===== config.mk =====
export PLATFORM = sky130hd
export DESIGN_NAME = inst_fetch_unit
export DESIGN_NICKNAME = d
export VERILOG_FILES = /design/src/rtl/inst_fetch_unit_pkg.sv /design/src/rtl/inst_fetch_unit_fetch_target_calc.sv /design/src/rtl/inst_fetch_unit.sv
export SDC_FILE = /design/constraint.sdc
export NUM_CORES = 1
export LEC_CHECK = 0
export CAP_MARGIN = 40
export CORE_ASPECT_RATIO = 1.4
export CORE_UTILIZATION = 45
export CTS_BUF_LIST = sky130_fd_sc_hd__clkbuf_16
export DETAILED_ROUTE_END_ITERATION = 10
export PLACE_DENSITY_LB_ADDON = 0.05
export SLEW_MARGIN = 0
export SYNTH_ARGS = -nofsm -noshare
export SYNTH_HDL_FRONTEND = slang
export SYNTH_SLANG_ARGS = --single-unit

===== constraint.sdc =====
create_clock -name clk -period 2.5 [get_ports clk]
set_input_delay 0.375 -clock clk [delete_from_list [all_inputs] [get_ports clk]]
set_output_delay 0.375 -clock clk [all_outputs]
set_load 0.02 [all_outputs]

===== src/rtl/inst_fetch_unit_pkg.sv =====
// Shared fetch/decode definitions: fetch FSM encoding, instruction width,
// MIPS opcode constants and the branch offset helper.
package inst_fetch_unit_pkg;

  localparam int INST_W = 32;

  typedef enum logic [1:0] {
    FETCH_BOOT = 2'd0,
    FETCH_RUN  = 2'd1,
    FETCH_HALT = 2'd2
  } fetch_state_t;

  localparam logic [5:0] OP_SPECIAL = 6'h00;
  localparam logic [5:0] OP_REGIMM  = 6'h01;
  localparam logic [5:0] OP_J       = 6'h02;
  localparam logic [5:0] OP_JAL     = 6'h03;
  localparam logic [5:0] OP_BEQ     = 6'h04;
  localparam logic [5:0] OP_BNE     = 6'h05;

  // Signed word offset scaled to a byte offset.
  function automatic logic [31:0] word_offset(input logic [15:0] off);
    return {{14{off[15]}}, off, 2'b00};
  endfunction

endpackage


===== src/rtl/inst_fetch_unit_fetch_target_calc.sv =====
// Combinational redirect target: branch and jump targets, branch wins when
// both are requested since it is the older instruction.
module fetch_target_calc
  import inst_fetch_unit_pkg::*;
(
  input  logic        br_valid,
  input  logic [31:0] br_pc,
  input  logic [15:0] br_offset,
  input  logic        jmp_valid,
  input  logic [31:0] jmp_pc,
  input  logic [25:0] jmp_index,
  output logic        redirect,
  output logic [31:0] target
);

  logic [31:0] br_target;
  logic [31:0] jmp_target;

  always_comb begin
    br_target  = br_pc + 32'd4 + word_offset(br_offset);
    jmp_target = ((jmp_pc + 32'd4) & 32'hF000_0000) | {4'b0000, jmp_index, 2'b00};
    redirect   = br_valid | jmp_valid;
    target     = br_valid ? br_target : jmp_target;
  end

endmodule


===== src/rtl/inst_fetch_unit.sv =====
// Instruction fetch stage: owns the PC, reads the single-cycle ROM, registers
// the instruction for decode, applies redirects and halts on a bad address.
module inst_fetch_unit
  import inst_fetch_unit_pkg::*;
#(
  parameter logic [31:0] RESET_PC = 32'h0000_0000,
  parameter int          ROM_AW   = 8
) (
  input  logic              clk,
  input  logic              rst_n,
  output logic [31:0]       addr,
  input  logic [INST_W-1:0] inst,
  output logic              out_valid,
  input  logic              out_ready,
  output logic [INST_W-1:0] out_inst,
  output logic [31:0]       out_pc,
  input  logic              br_valid,
  input  logic [31:0]       br_pc,
  input  logic [15:0]       br_offset,
  input  logic              jmp_valid,
  input  logic [31:0]       jmp_pc,
  input  logic [25:0]       jmp_index,
  output logic              halted,
  output logic [31:0]       fetch_count,
  output fetch_state_t      state
);

  // Handshake: decode takes out_inst/out_pc in any cycle where out_valid and
  // out_ready are both high; out_valid never depends on out_ready in the same
  // cycle, and a redirect in that cycle cancels the transfer.

  fetch_state_t      state_q, state_d;
  logic [31:0]       pc_q;
  logic              out_valid_q;
  logic [INST_W-1:0] out_inst_q;
  logic [31:0]       out_pc_q;
  logic [31:0]       fetch_count_q;

  logic        redirect;
  logic [31:0] target;
  logic        addr_err;
  logic        take_redirect;
  logic        load;
  logic        go_halt;
  logic        accept;

  fetch_target_calc u_target_calc (
    .br_valid  (br_valid),
    .br_pc     (br_pc),
    .br_offset (br_offset),
    .jmp_valid (jmp_valid),
    .jmp_pc    (jmp_pc),
    .jmp_index (jmp_index),
    .redirect  (redirect),
    .target    (target)
  );

  assign addr_err = ((pc_q >> (ROM_AW + 2)) != 32'd0) || (pc_q[1:0] != 2'b00);

  always_comb begin
    state_d       = state_q;
    take_redirect = 1'b0;
    load          = 1'b0;
    go_halt       = 1'b0;
    accept        = 1'b0;
    case (state_q)
      FETCH_BOOT: state_d = FETCH_RUN;
      FETCH_RUN: begin
        take_redirect = redirect;
        accept        = out_valid_q & out_ready & ~redirect;
        // A redirect suppresses the address check; the new PC is checked next cycle.
        if (!redirect && (!out_valid_q || out_ready)) begin
          if (addr_err) begin
            go_halt = 1'b1;
            state_d = FETCH_HALT;
          end else begin
            load = 1'b1;
          end
        end
      end
      default: state_d = FETCH_HALT;
    endcase
  end

  always_ff @(posedge clk or negedge rst_n) begin
    if (!rst_n) begin
      state_q       <= FETCH_BOOT;
      pc_q          <= RESET_PC;
      out_valid_q   <= 1'b0;
      out_inst_q    <= '0;
      out_pc_q      <= '0;
      fetch_count_q <= '0;
    end else begin
      state_q <= state_d;
      if (take_redirect) begin
        pc_q        <= target;
        out_valid_q <= 1'b0;
      end else if (load) begin
        pc_q        <= pc_q + 32'd4;
        out_valid_q <= 1'b1;
        out_inst_q  <= inst;
        out_pc_q    <= pc_q;
      end else if (go_halt) begin
        out_valid_q <= 1'b0;
      end
      if (accept) fetch_count_q <= fetch_count_q + 32'd1;
    end
  end

  assign addr        = pc_q;
  assign out_valid   = out_valid_q;
  assign out_inst    = out_inst_q;
  assign out_pc      = out_pc_q;
  assign fetch_count = fetch_count_q;
  assign halted      = (state_q == FETCH_HALT);
  assign state       = state_q;

endmodule


Word level (Yosys, flattened, before mapping)
Cells that the tools add are included.
{"block": "totals", "ff_bits": 131, "in_bits": 143, "out_inout_bits": 132, "elab_cells": 50}
{"block": "classes", "n_addsub": 5, "eq_ne": 4, "mux": 17, "bitwise_logic": 6, "n_reduce_logical": 12}
{"op": "$add 32x3->32 const B", "count": 3}
{"op": "$mux 32", "count": 3}
{"op": "$add 32x1->32 const B", "count": 1}
{"op": "$add 32x32->32", "count": 1}
{"op": "$or 32x28->32", "count": 1}
{"op": "$reduce_bool 32->1", "count": 1}
{"op": "$mux 1", "count": 11}
{"op": "$mux 2", "count": 2}
{"op": "$ne 2x2->1 const B", "count": 2}
{"op": "$pmux 2 s2", "count": 1}
{"op": "$reduce_and 2->1", "count": 2}
{"op": "$reduce_bool 2->1", "count": 2}
{"op": "$reduce_bool 3->1", "count": 1}
{"op": "$and 1x1->1", "count": 2}
{"op": "$eq 2x1->1 const B", "count": 1}
{"op": "$eq 2x2->1 const B", "count": 1}
{"op": "$logic_not 1->1", "count": 2}
{"op": "$logic_not 2->1", "count": 1}
{"op": "$logic_or 1x1->1", "count": 2}
{"op": "$not 1->1", "count": 2}
{"op": "$logic_and 1x1->1", "count": 1}
{"op": "$or 1x1->1", "count": 1}

Logic depth before layout (Yosys ltp)
Gate-level depths: netlist (run 1).
{"block": "logic_depth", "ltp_word": 8, "ltp_mapped": 13, "depth_no_buf": 13}

Hierarchy
A second synthesis (run 1) with hierarchy kept.
{"block": "hier_totals", "cells_unflattened": 832, "hier_area_um2": 7646.1}
{"module": "inst_fetch_unit", "n_inst": 1, "cells_per_inst": 519, "area_each_um2": 5247.5, "seq_area_each_um2": 3278.1}
{"module": "fetch_target_calc", "n_inst": 1, "cells_per_inst": 313, "area_each_um2": 2398.6, "seq_area_each_um2": 0.0}

Worst setup path before layout (run 1)
Ideal clock, no wire load.
{"block": "synth_timing", "path_kind": "input-to-reg", "start": "in br_pc[3]", "end": "reg pc_q[29], in the netlist addr[29]", "setup_ns": 0.126, "arrival_ns": 2.701, "required_time_ns": 2.374, "slack_ns": -0.327, "cell_stages": 11, "path_buffers": 0, "path_cell_list": "ha_1 -> ha_1 -> fa_1 -> a21o_2 -> a31oi_2 -> nor3_1 -> or2_2 -> nand4_2 -> a311oi_2 -> mux2i_1 -> a221o_1"}
{"block": "synth_via", "elab_chain_cells": 4}
{"item": "start: declaration", "line": "inst_fetch_unit.sv:18", "source": "input logic [31:0] br_pc,"}
{"item": "$add 32x3->32", "line": "inst_fetch_unit_fetch_target_calc.sv:20", "source": "br_target = br_pc + 32'd4 + word_offset(br_offset);"}
{"item": "$add 32x32->32", "line": "inst_fetch_unit_fetch_target_calc.sv:20"}
{"item": "$mux 32", "line": "inst_fetch_unit_fetch_target_calc.sv:23", "source": "target = br_valid ? br_target : jmp_target;"}
{"item": "$mux 32", "line": "inst_fetch_unit.sv:95", "source": "if (take_redirect) begin"}
{"item": "end signal: assignment", "line": "inst_fetch_unit.sv:96", "source": "pc_q <= target;"}
{"item": "end signal: assignment", "line": "inst_fetch_unit.sv:99", "source": "pc_q <= pc_q + 32'd4;"}
{"item": "end: declaration", "line": "inst_fetch_unit.sv:33", "source": "logic [31:0] pc_q;"}
No other way between the ends.
A chain may end at the register's enable or synchronous reset.

Worst setup path after layout (run 1)
{"block": "layout_timing", "start": "in br_pc[3]", "end": "reg pc_q[31], in the netlist addr[31]"}
The elaborated chain is that of the path after synthesis.

==> summary.md, run 1 <==
| Metric | Value |
|---|---|
| Crit path capture type | flop |
| Max-cap violation count | 0 |
| Nets | 1286 |
| Initial antenna violation count | 0 |
| Final Hold Viols | 0 |
| Dpl hpwl | 17600 um |
| Setup violations, final | 1 |
| Hold/Removal Path Class | primary input to flop |
| Critical path class | primary input to flop |
| Reg2Reg Depth | 7 |
| WL final | about 24000 um |
| Final hold slack | between 400 and 500 ps |
| Root Driver | clkbuf_16 |
| Post-synth top area share | 0.442 |
| H-tree lvl count | 4 |
| Remaining DRCs | 0 |
| Worst-path clk slew | about 60 ps |
| Top FF cell, synth | dfrtp_1 |
| First-pass GRT wire length | ~38000 um |
| Lkg Pwr | about 5.6 nW |
| Post-synthesis sequential area ratio | 0.442 |
| Worst vdd ir | between 500 and 600 uV |
| Share of cells above drive strength 1 | 0.269 |
| DIE WIDTH | approximately 110 um |
| Post-Syn Area | between 7000 and 8000 sq um |
| CTS tree | yes |
| Min cycle time layout | about 2500 ps |
| Setup TNS Final | -29.4 ps |
| CP Launch Type | primary input |
| Fin Clk Skew | approximately 12 ps |
| Cells after Synth | ~700 |
| Synth warn | 0 |
| Dominant cell type by area after synthesis | dfrtp_1 |
| # fillers | 1060 |
| Async SR Flop Fraction | 1.00 |
| Status | finished with violations |
| P&R area growth vs syn | 68.6% |
| EDFF count, synth | 0 |
| I/O pins | about 280 |
| Iter 0 DRT Violations | 281 |
| Hold Path Depth | 3 |
| Fmax | slightly below 0.4 GHz |
| Hold wc startpoint | br_valid |
| Router iterations before antenna repair | 5 |
| GRT overflow | 0 |
| Failing checks | setup timing |
| Area of the core | 16100 sq um |
| Routability Congestion | 0.957 |
| Slew Viols, Final | 0 |
| Num CTS Buffers | 17 |
| Reg2Reg Launch Point | addr[17] |
| Diode count | 0 |
| Post-DR wirelength/cell | around 19 um |
| Largest net degree at the start of global routing | between 60 and 70 |
| Post-Syn Nets | around 910 |
| RSZ-0062 raised after global routing | true |
| Worst Path Required | 2790 ps |
| Cell Pwr Density | around 650 nW/um^2 |
| Final worst-path cycle share | 1.01 |
| Critical path origin | br_pc[3] |
| Cell Rows | between 50 and 60 |
| DIE AREA | 17000 sq um |
| Die span in y | roughly 150 um |
| FF+latch count, synth | 131 |
| IO Port Bufs | 272 |
| Vias | between 7000 and 8000 |
| Gr usage total | 0.283 |
| Sink Count | around 130 |
| Clk_lat worst skew | about 400 ps |
| Final WS setup | -29.4 ps |
| Vias in the first global route | roughly 7500 |
| Yosys cell types | between 60 and 70 |
| Syn_area_per_cell | between 10 and 15 sq um |
| Commonest cells post-synth | dfrtp_1 (131), ha_1 (59), nand2_1 (50) |
| CP arrival | 2820 ps |
| Tightest Pin Transition | 538 ps |
| Rel. slew slack | 0.641 |
| Post-route ant nets | 0 |
| Initial Utilization | 0.460 |
| Drt via density | 5.43 |
| CP Max Fanout | 2 |
| Top cells by area, synth | dfrtp_1 (44%), ha_1 (10%), mux2_2 (6.2%) |
| Cell with the most instances after synthesis | dfrtp_1 |
| Clk buf depth | 2 |
critical path: stages:
cell and delay [ps]:
buf_6 100, ha_4 230, ha_4 160, fa_2 380, a21o_4 240, a31oi_4 200
nor3_4 60, o2111ai_2 260, a21oi_2 130, a221oi_2 300, xnor2_1 90, a221o_1 290
area by class of cell:
| cell class | instances | area, sq um | area share |
|---|---|---|---|
| multi-input cells | 527 | 4710 | 0.377 |
| clock buffers | 17 | 425 | 0.0340 |
| flip-flops and latches | 131 | 3280 | 0.262 |
| clock inverters | 15 | 169 | 0.0135 |
| inverters | 15 | 56.3 | 0.00450 |
| well taps | 199 | 249 | 0.0199 |
| repair buffers | 391 | 3610 | 0.289 |
final timing paths:
path	endpoint	slack (ps)
max in group asynchronous	out_pc[1]	1200
min reg2reg	fetch_count[10]	500
min in group asynchronous	out_pc[0]	480
max	addr[31]	-30
max reg2reg	out_inst[26]	190
min	state[1]	430
report_power, final:
group,internal [W],switching (W)
clock network,0.00150,0.00102
registers,0.00239,0.000330
logic,0.00153,0.00140
cells by family after synthesis:
logic type | Yosys count | synth area share
mux | 54 | 0.0798
simple gates | 208 | 0.149
compound gates | 139 | 0.124
buf+inv | 44 | 0.0246
fa+ha+maj | 60 | 0.102
flops | 131 | 0.442
xor+xnor | 66 | 0.0780
state kept, by name, summed over array words and instances, names as in the netlist:
signal,count
addr,32
fetch_count,32
out_inst,32
out_pc,32
out_valid,1
state,2
layout by cell type (no fill, tap or decap), types with 5 or more instances in the layout:
cell             count
a21o_1              14
a21oi_1             31
a21oi_2              8
and3_1               9
buf_4              113
buf_6                5
clkbuf_16           17
clkdlybuf4s50_1    242
dfrtp_1            131
dlygate4sd2_1       18
ha_1                23
ha_4                36
inv_1               13
inv_6                7
mux2_2              41
mux2i_1             13
nand2_1             48
nand3_1             18
nand4_1             20
nor2_1              24
nor2b_1             30
nor3_1              10
nor3b_1              8
nor4_1               5
o21ai_0             24
o21ai_1              6
xnor2_1             43
xor2_1              22
layer usage:
metal	up-vias	track usage	part of all wire
li1	3306	-	-
met1	3431	0.304	0.37
met5	-	0	0
met4	0	0.120	0.033
met2	243	0.536	0.55
met3	55	0.0560	0.047
per-stage QoR:
step | utilization | setup slack, ps | cells | total power (W) | instance area (sq um)
after floorplan | - | -158 | 702 | 0.00387 | 7490
after global placement | 0.693 | -802 | 1249 | 0.00532 | 11200
after detailed placement | 0.693 | -855 | 1250 | 0.00536 | 11200
after CTS | 0.762 | 0.0406 | 1291 | 0.00808 | 12300
after global routing | 0.776 | -112 | 1295 | 0.00851 | 12500
final | 0.776 | -29.4 | 1295 | 0.00816 | 12500
repair_timing:
action | 4_1_cts | 5_1_grt
resized for setup | 91 | 46
endpoints found under the hold margin | 37 | 0
setup endpoints to repair | 49 | 61
setup buffers | 8 | 4
hold buffers | 1 | 0
pin swaps | 49 | 33
Note: power is estimated with default switching activity, not from simulation.
==> inputs of run 2 (changes only) <==
--- a/config.mk
+++ b/config.mk
@@ -5,10 +5,12 @@
 export SDC_FILE = /design/constraint.sdc
 export NUM_CORES = 1
 export LEC_CHECK = 0
+export ABC_AREA = 1
 export CAP_MARGIN = 40
 export CORE_ASPECT_RATIO = 1.4
-export CORE_UTILIZATION = 45
+export CORE_UTILIZATION = 47
 export CTS_BUF_LIST = sky130_fd_sc_hd__clkbuf_16
+export CTS_CLUSTER_SIZE = 14
 export DETAILED_ROUTE_END_ITERATION = 10
 export PLACE_DENSITY_LB_ADDON = 0.05
 export SLEW_MARGIN = 0
==> summary.md, run 2 <==
| Metric | Value |
|---|---|
| Area of the core | between 15000 and 20000 sq um |
| Tightest Pin Transition | ~540 ps |
| CTS tree | yes |
| Top FF cell, synth | dfrtp_1 |
| Syn_area_per_cell | about 7.2 sq um |
| Router iterations before antenna repair | 5 |
| Dpl ws | -477 ps |
| Max-cap violation count | 0 |
| Largest net degree at the start of global routing | 48 |
| Min cycle time layout | approximately 2400 ps |
| Final WS setup | roughly 130 ps |
| Iter 0 DRT Violations | 442 |
| GRT overflow | 0 |
| Rel. slew slack | 0.634 |
| IO Port Bufs | 272 |
| Commonest non-fill, non-tap cell in the layout | nand2_1 |
| FF+latch count, synth | 131 |
| Top cells by area, synth | dfrtp_1 (38%), nand2_1 (15%), ha_1 (8.6%) |
| Yosys cell types | 37 |
| Share of cells above drive strength 1 | 0.101 |
| Post-synthesis sequential area ratio | 0.384 |
| EDFF count, synth | 0 |
| Worst-path clk slew | ~70 ps |
| Synth warn | 0 |
| H-tree lvl count | 4 |
| Dominant cell type by area after synthesis | dfrtp_1 |
| Lkg Pwr | ~6.5 nW |
| Commonest non-fill, non-tap cells in the layout | nand2_1 (345), clkdlybuf4s50_1 (271), inv_1 (155) |
| Clk_lat worst skew | 430 ps |
| Die span in y | 162 um |
| Post-DR wirelength/cell | 15.1 um |
| Setup violations, final | 0 |
| CP Launch Type | primary input |
| Post-Syn Nets | 1388 |
| Cell with the most instances after synthesis | nand2_1 |
| Vias | a little under 9000 |
| Num CTS Buffers | 17 |
| Vias in the first global route | 8692 |
| Remaining DRCs | 0 |
| Power Total | 0.00637 W |
| Root Driver | clkbuf_16 |
| CP arrival | around 2700 ps |
| Drt via density | roughly 5.0 |
| Post-synth top area share | 0.384 |
| Final hold slack | about 440 ps |
| Async SR Flop Fraction | 1.00 |
| Final worst-path cycle share | 0.948 |
| Dpl hpwl | ~21000 um |
| Slew Viols, Final | 0 |
| Post-Syn Area | about 8500 sq um |
| I/O pins | around 280 |
| Fin Clk Skew | between 15 and 20 ps |
| Sink Count | ~130 |
| Cell Rows | slightly below 60 |
| WL final | 26900 um |
| Flop2flop setup slack | between 300 and 400 ps |
| Routability Congestion | ~0.95 |
| Nets | 1729 |
| DIE WIDTH | between 100 and 150 um |
| P&R area growth vs syn | 49.6% |
| CP Max Fanout | 13 |
| Hold/Removal Path Class | primary input to asynchronous set/reset pin |
| Crit path capture type | flop |
| Worst Path Required | approximately 2800 ps |
| Post-CTS Setup Bufs | 0 |
| Worst vdd ir | about 480 uV |
| Post-route ant nets | 0 |
| First-pass GRT wire length | roughly 42000 um |
| Gr usage total | 0.293 |
| Status | completed |
| Final Hold Viols | 0 |
| Commonest cells post-synth | nand2_1 (347), inv_1 (155), nor2_1 (141) |
| DIE AREA | between 15000 and 20000 sq um |
| RSZ-0062 raised after global routing | true |
| Clk buf depth | 2 |
| Critical path class | primary input to flop |
| Initial Utilization | 0.479 |
| Fmax | 0.422 GHz |
| Cell Pwr Density | 498 nW/um^2 |
| Initial antenna violation count | 2 |
| Final Cell Area | around 13000 sq um |
| Area of placed instances | around 12000 sq um |
| Cells after Synth | about 1200 |
-- run 2: cell count changes after synthesis, sizes merged, moves of 12 or more --
cell,delta
nor2b,-30
o21ai,+17
nand2,+297
xor2,+12
inv,+144
nand3,+99
nor2,+123
xnor2,-29
a21o,-13
mux2i,-13
mux2,-41
-- run 2: area by class of cell --
cell class	instances	area, sq um
fill	1570	5060
antenna	2	5.00
multi-input combinational	868	4710
clock inverter	15	139
inverter	159	597
timing repair buffer	349	3330
tap	240	300
clock buffer	17	425
sequential	131	3280
-- run 2: worst max-delay path: stages --
cell and delay (ps):
clkdlybuf4s50_1 450, buf_12 170, ha_1 280, ha_1 330, buf_4 120, nand2_1 80, nor2_1 250, and2_1 200
nand3_1 100, nand4_1 120, nand3_1 90, nand2_1 80, nand2_1 50
-- run 2: cells by family after synthesis --
kind of cell | after synthesis | synth area share
flops | 131 | 0.384
xor+xnor | 49 | 0.0502
compound gates | 91 | 0.0564
fa+ha+maj | 60 | 0.0887
buf+inv | 186 | 0.0830
simple gates | 668 | 0.338
-- run 2: per-layer routing --
layer / global-route usage / routed length, um
met4: 0.153 / 1230
met5: 0 / 0
met1: 0.318 / 10100
met2: 0.535 / 14200
met3: 0.0495 / 1350
-- run 2: timing repair --
action,4_1_cts,5_1_grt
gates resized for setup,1,24
endpoints found under the hold margin,41,0
hold buffers,1,0
endpoints found under the setup margin,1,45
-- run 2: worst paths after layout --
| kind | startpoint | to | cells after the start |
|---|---|---|---|
| worst max-delay path | br_offset[15] | addr[26] | 13 |
| worst min-delay path | rst_n | out_pc[26] | 2 |
| worst max register to register | addr[21] | addr[3] | 7 |
| worst min register to register | out_inst[22] | out_inst[22] | 2 |
| max in group asynchronous | rst_n | out_inst[27] | 3 |
| min in group clk | out_inst[22] | out_inst[22] | 2 |
-- run 2: metrics by stage --
stage	setup TNS [ps]	util	std cells
floorplan	0	-	1185
global placement	-6260	0.676	1746
detailed placement	-6920	0.676	1746
CTS	0	0.708	1779
global route	-68.9	0.716	1781
finish	0	0.716	1781
-- run 2: power breakdown --
group	internal [W]	total [W]	switching, W
Clock	0.00132	0.00240	0.00108
Sequential	0.00220	0.00229	0.0000871
Combinational	0.000816	0.00168	0.000863
==> inputs of run 3 (changes only) <==
--- a/config.mk
+++ b/config.mk
@@ -8,10 +8,11 @@
 export ABC_AREA = 1
 export CAP_MARGIN = 40
 export CORE_ASPECT_RATIO = 1.4
-export CORE_UTILIZATION = 47
+export CORE_UTILIZATION = 50
 export CTS_BUF_LIST = sky130_fd_sc_hd__clkbuf_16
 export CTS_CLUSTER_SIZE = 14
 export DETAILED_ROUTE_END_ITERATION = 10
+export DONT_BUFFER_PORTS = 1
 export PLACE_DENSITY_LB_ADDON = 0.05
 export SLEW_MARGIN = 0
 export SYNTH_ARGS = -nofsm -noshare
==> summary.md, run 3 (same netlist as run 2, synthesis figures left out) <==
| Metric | Value |
|---|---|
| Status | finished with violations |
| Failing checks | hold timing |
| Final core occ | 0.561 |
| Final worst-path cycle share | 0.879 |
| Final Cell Area | 9400 sq um |
| Worst-path clk slew | 60 ps |
| Reg2Reg Capture Point | fetch_count[22] |
| Max-cap violation count | 0 |
| Vias | ~7500 |
| Setup violations, final | 0 |
| Post_cts resized | 0 |
| Fmax | between 0.4 and 0.5 GHz |
| Clk_lat worst skew | 410 ps |
| Setup TNS Final | 0 ps |
| Vias in the first global route | 6989 |
| Worst vdd ir | 485 uV |
| Lkg Pwr | between 5 and 6 nW |
| Routability Congestion | 0.959 |
| Commonest non-fill, non-tap cell in the layout | nand2_1 |
| Area of the core | around 17000 sq um |
| Power Total | between 0.005 and 0.006 W |
| Post-DR wirelength/cell | around 16 um |
| Rel. slew slack | 0.673 |
| Initial Utilization | 0.510 |
| Root Driver | clkbuf_16 |
| Min cycle time layout | between 2000 and 2500 ps |
| CTS tree | yes |
| Gr usage total | 0.254 |
| Reg2Reg Launch Point | state[0] |
| Critical path cell sequence | inv_2, nor2_4, nand4_4, nor2_2, nand2_1, nor2_4, nand3_1, nor3_2, nand2_1, nand2_1, nand2_1 |
| WL final | around 23000 um |
| IO Port Bufs | 0 |
| Router iterations before antenna repair | 5 |
| Reg power frac | 0.429 |
| Net Sw Frac | 0.317 |
| Clock power frac | 0.418 |
| Critical path origin | state[0] |
| H-tree lvl count | 4 |
| Tightest Pin Transition | 490 ps |
| Slew Viols, Final | 0 |
| Setup crit end | fetch_count[22] |
| CP peak stage delay | slightly above 500 ps |
| Reg2Reg Depth | 11 |
| First-pass GRT wire length | 34800 um |
| Final Hold Viols | 131 |
| Dpl hpwl | between 15000 and 20000 um |
| CP Max Fanout | 9 |
| Largest net degree at the start of global routing | 132 |
| Initial antenna violation count | 1 |
| I/O pins | roughly 280 |
| Diode count | 0 |
| Final hold slack | -345 ps |
| Commonest non-fill, non-tap cells in the layout | nand2_1 (347), inv_1 (155), nor2_1 (140) |
| Worst Path Required | about 2800 ps |
| Critical path class | flop to flop |
| Hold/Removal Path Class | primary input to asynchronous set/reset pin |
| CP arrival | 2500 ps |
| Share of cells above drive strength 1 | 0.0604 |
| Num CTS Buffers | 17 |
| GRT overflow | 0 |
| Cell Pwr Density | around 600 nW/um^2 |
| DIE WIDTH | between 100 and 150 um |
| DIE AREA | about 18000 sq um |
| Cell Rows | 56 |
| Nets | about 1400 |
| Area of placed instances | 8830 sq um |
| RSZ-0062 raised after global routing | false |
| Sink Count | between 100 and 150 |
| P_int | 0.00384 W |
| Fin Clk Skew | 10.8 ps |
| Clk buf depth | 2 |
| Worst path slowest cell | dfrtp_1 |
| Remaining DRCs | 0 |
| Cell mode on critical path | nand2_1 |
| CP Launch Type | flop |
| Post-route ant nets | 0 |
| Iter 0 DRT Violations | 434 |
| Die span in y | 157 um |
| Crit path capture type | flop |
| Post-CTS Setup Bufs | 0 |
| Comb power frac | 0.153 |
| Flop2flop setup slack | between 300 and 400 ps |
| Drt via density | between 5 and 6 |
| NetSw | between 0.0015 and 0.002 W |
| P&R area growth vs syn | 10.0% |
==> run 3: cell types whose count changed in the layout (fill, tap and decap cells not counted), sizes merged <==
cell / before / now
diode: 2 / 0
inv: 169 / 166
clkdlybuf4s50: 271 / 0
buf: 77 / 18
dlygate4sd3: 1 / 0
clkinv: 4 / 7
==> run 3: layout make-up <==
cell class                      count  area (sq um)
Clock buffer                       17           425
Clock inverter                     15           141
Fill cell                        1648          7350
Inverter                          159           597
Multi-Input combinational cell    868          4570
Sequential cell                   131          3280
Tap cell                          203           254
Timing Repair Buffer               18           135
==> run 3: worst min-delay path by stage <==
stage,from,end,cells after the start
after floorplan,rst_n,addr[0],0
after global placement,rst_n,out_pc[0],0
after detailed placement,rst_n,out_pc[0],0
after CTS,rst_n,out_pc[0],0
after global routing,rst_n,out_pc[0],0
final,rst_n,out_pc[18],0
==> run 3: layer usage <==
layer,track usage,share of wire
met5,0,0
met2,0.471,0.52
met3,0.0790,0.075
met4,0.0844,0.024
met1,0.271,0.38
==> run 3: through the flow <==
| stage | hold WS (ps) | worst slack (ps) | cells |
|---|---|---|---|
| 4_1_cts | -363 | 281 | 1411 |
| 2_1_floorplan | 79.4 | 315 | 1185 |
| 3_3_place_gp | 81.8 | 95.0 | 1379 |
| 6_report | -345 | 302 | 1411 |
| 3_5_place_dp | 81.7 | 63.7 | 1379 |
| 5_1_grt | -374 | 126 | 1411 |
==> run 3: power by group through the flow <==
stage          combinational (W)  clock (W)  sequential [W]
3_3_place_gp            0.000853          0         0.00245
6_report                0.000862    0.00235         0.00241
4_1_cts                 0.000865    0.00240         0.00242
3_5_place_dp            0.000857          0         0.00246
2_1_floorplan           0.000662          0         0.00241
5_1_grt                 0.000989    0.00249         0.00242
==> run 3: critical path, delay by kind of cell (launching register included) <==
family        cells  cell delay, ps
simple gates     10            1480
flops             1             510
buf+inv           1              90
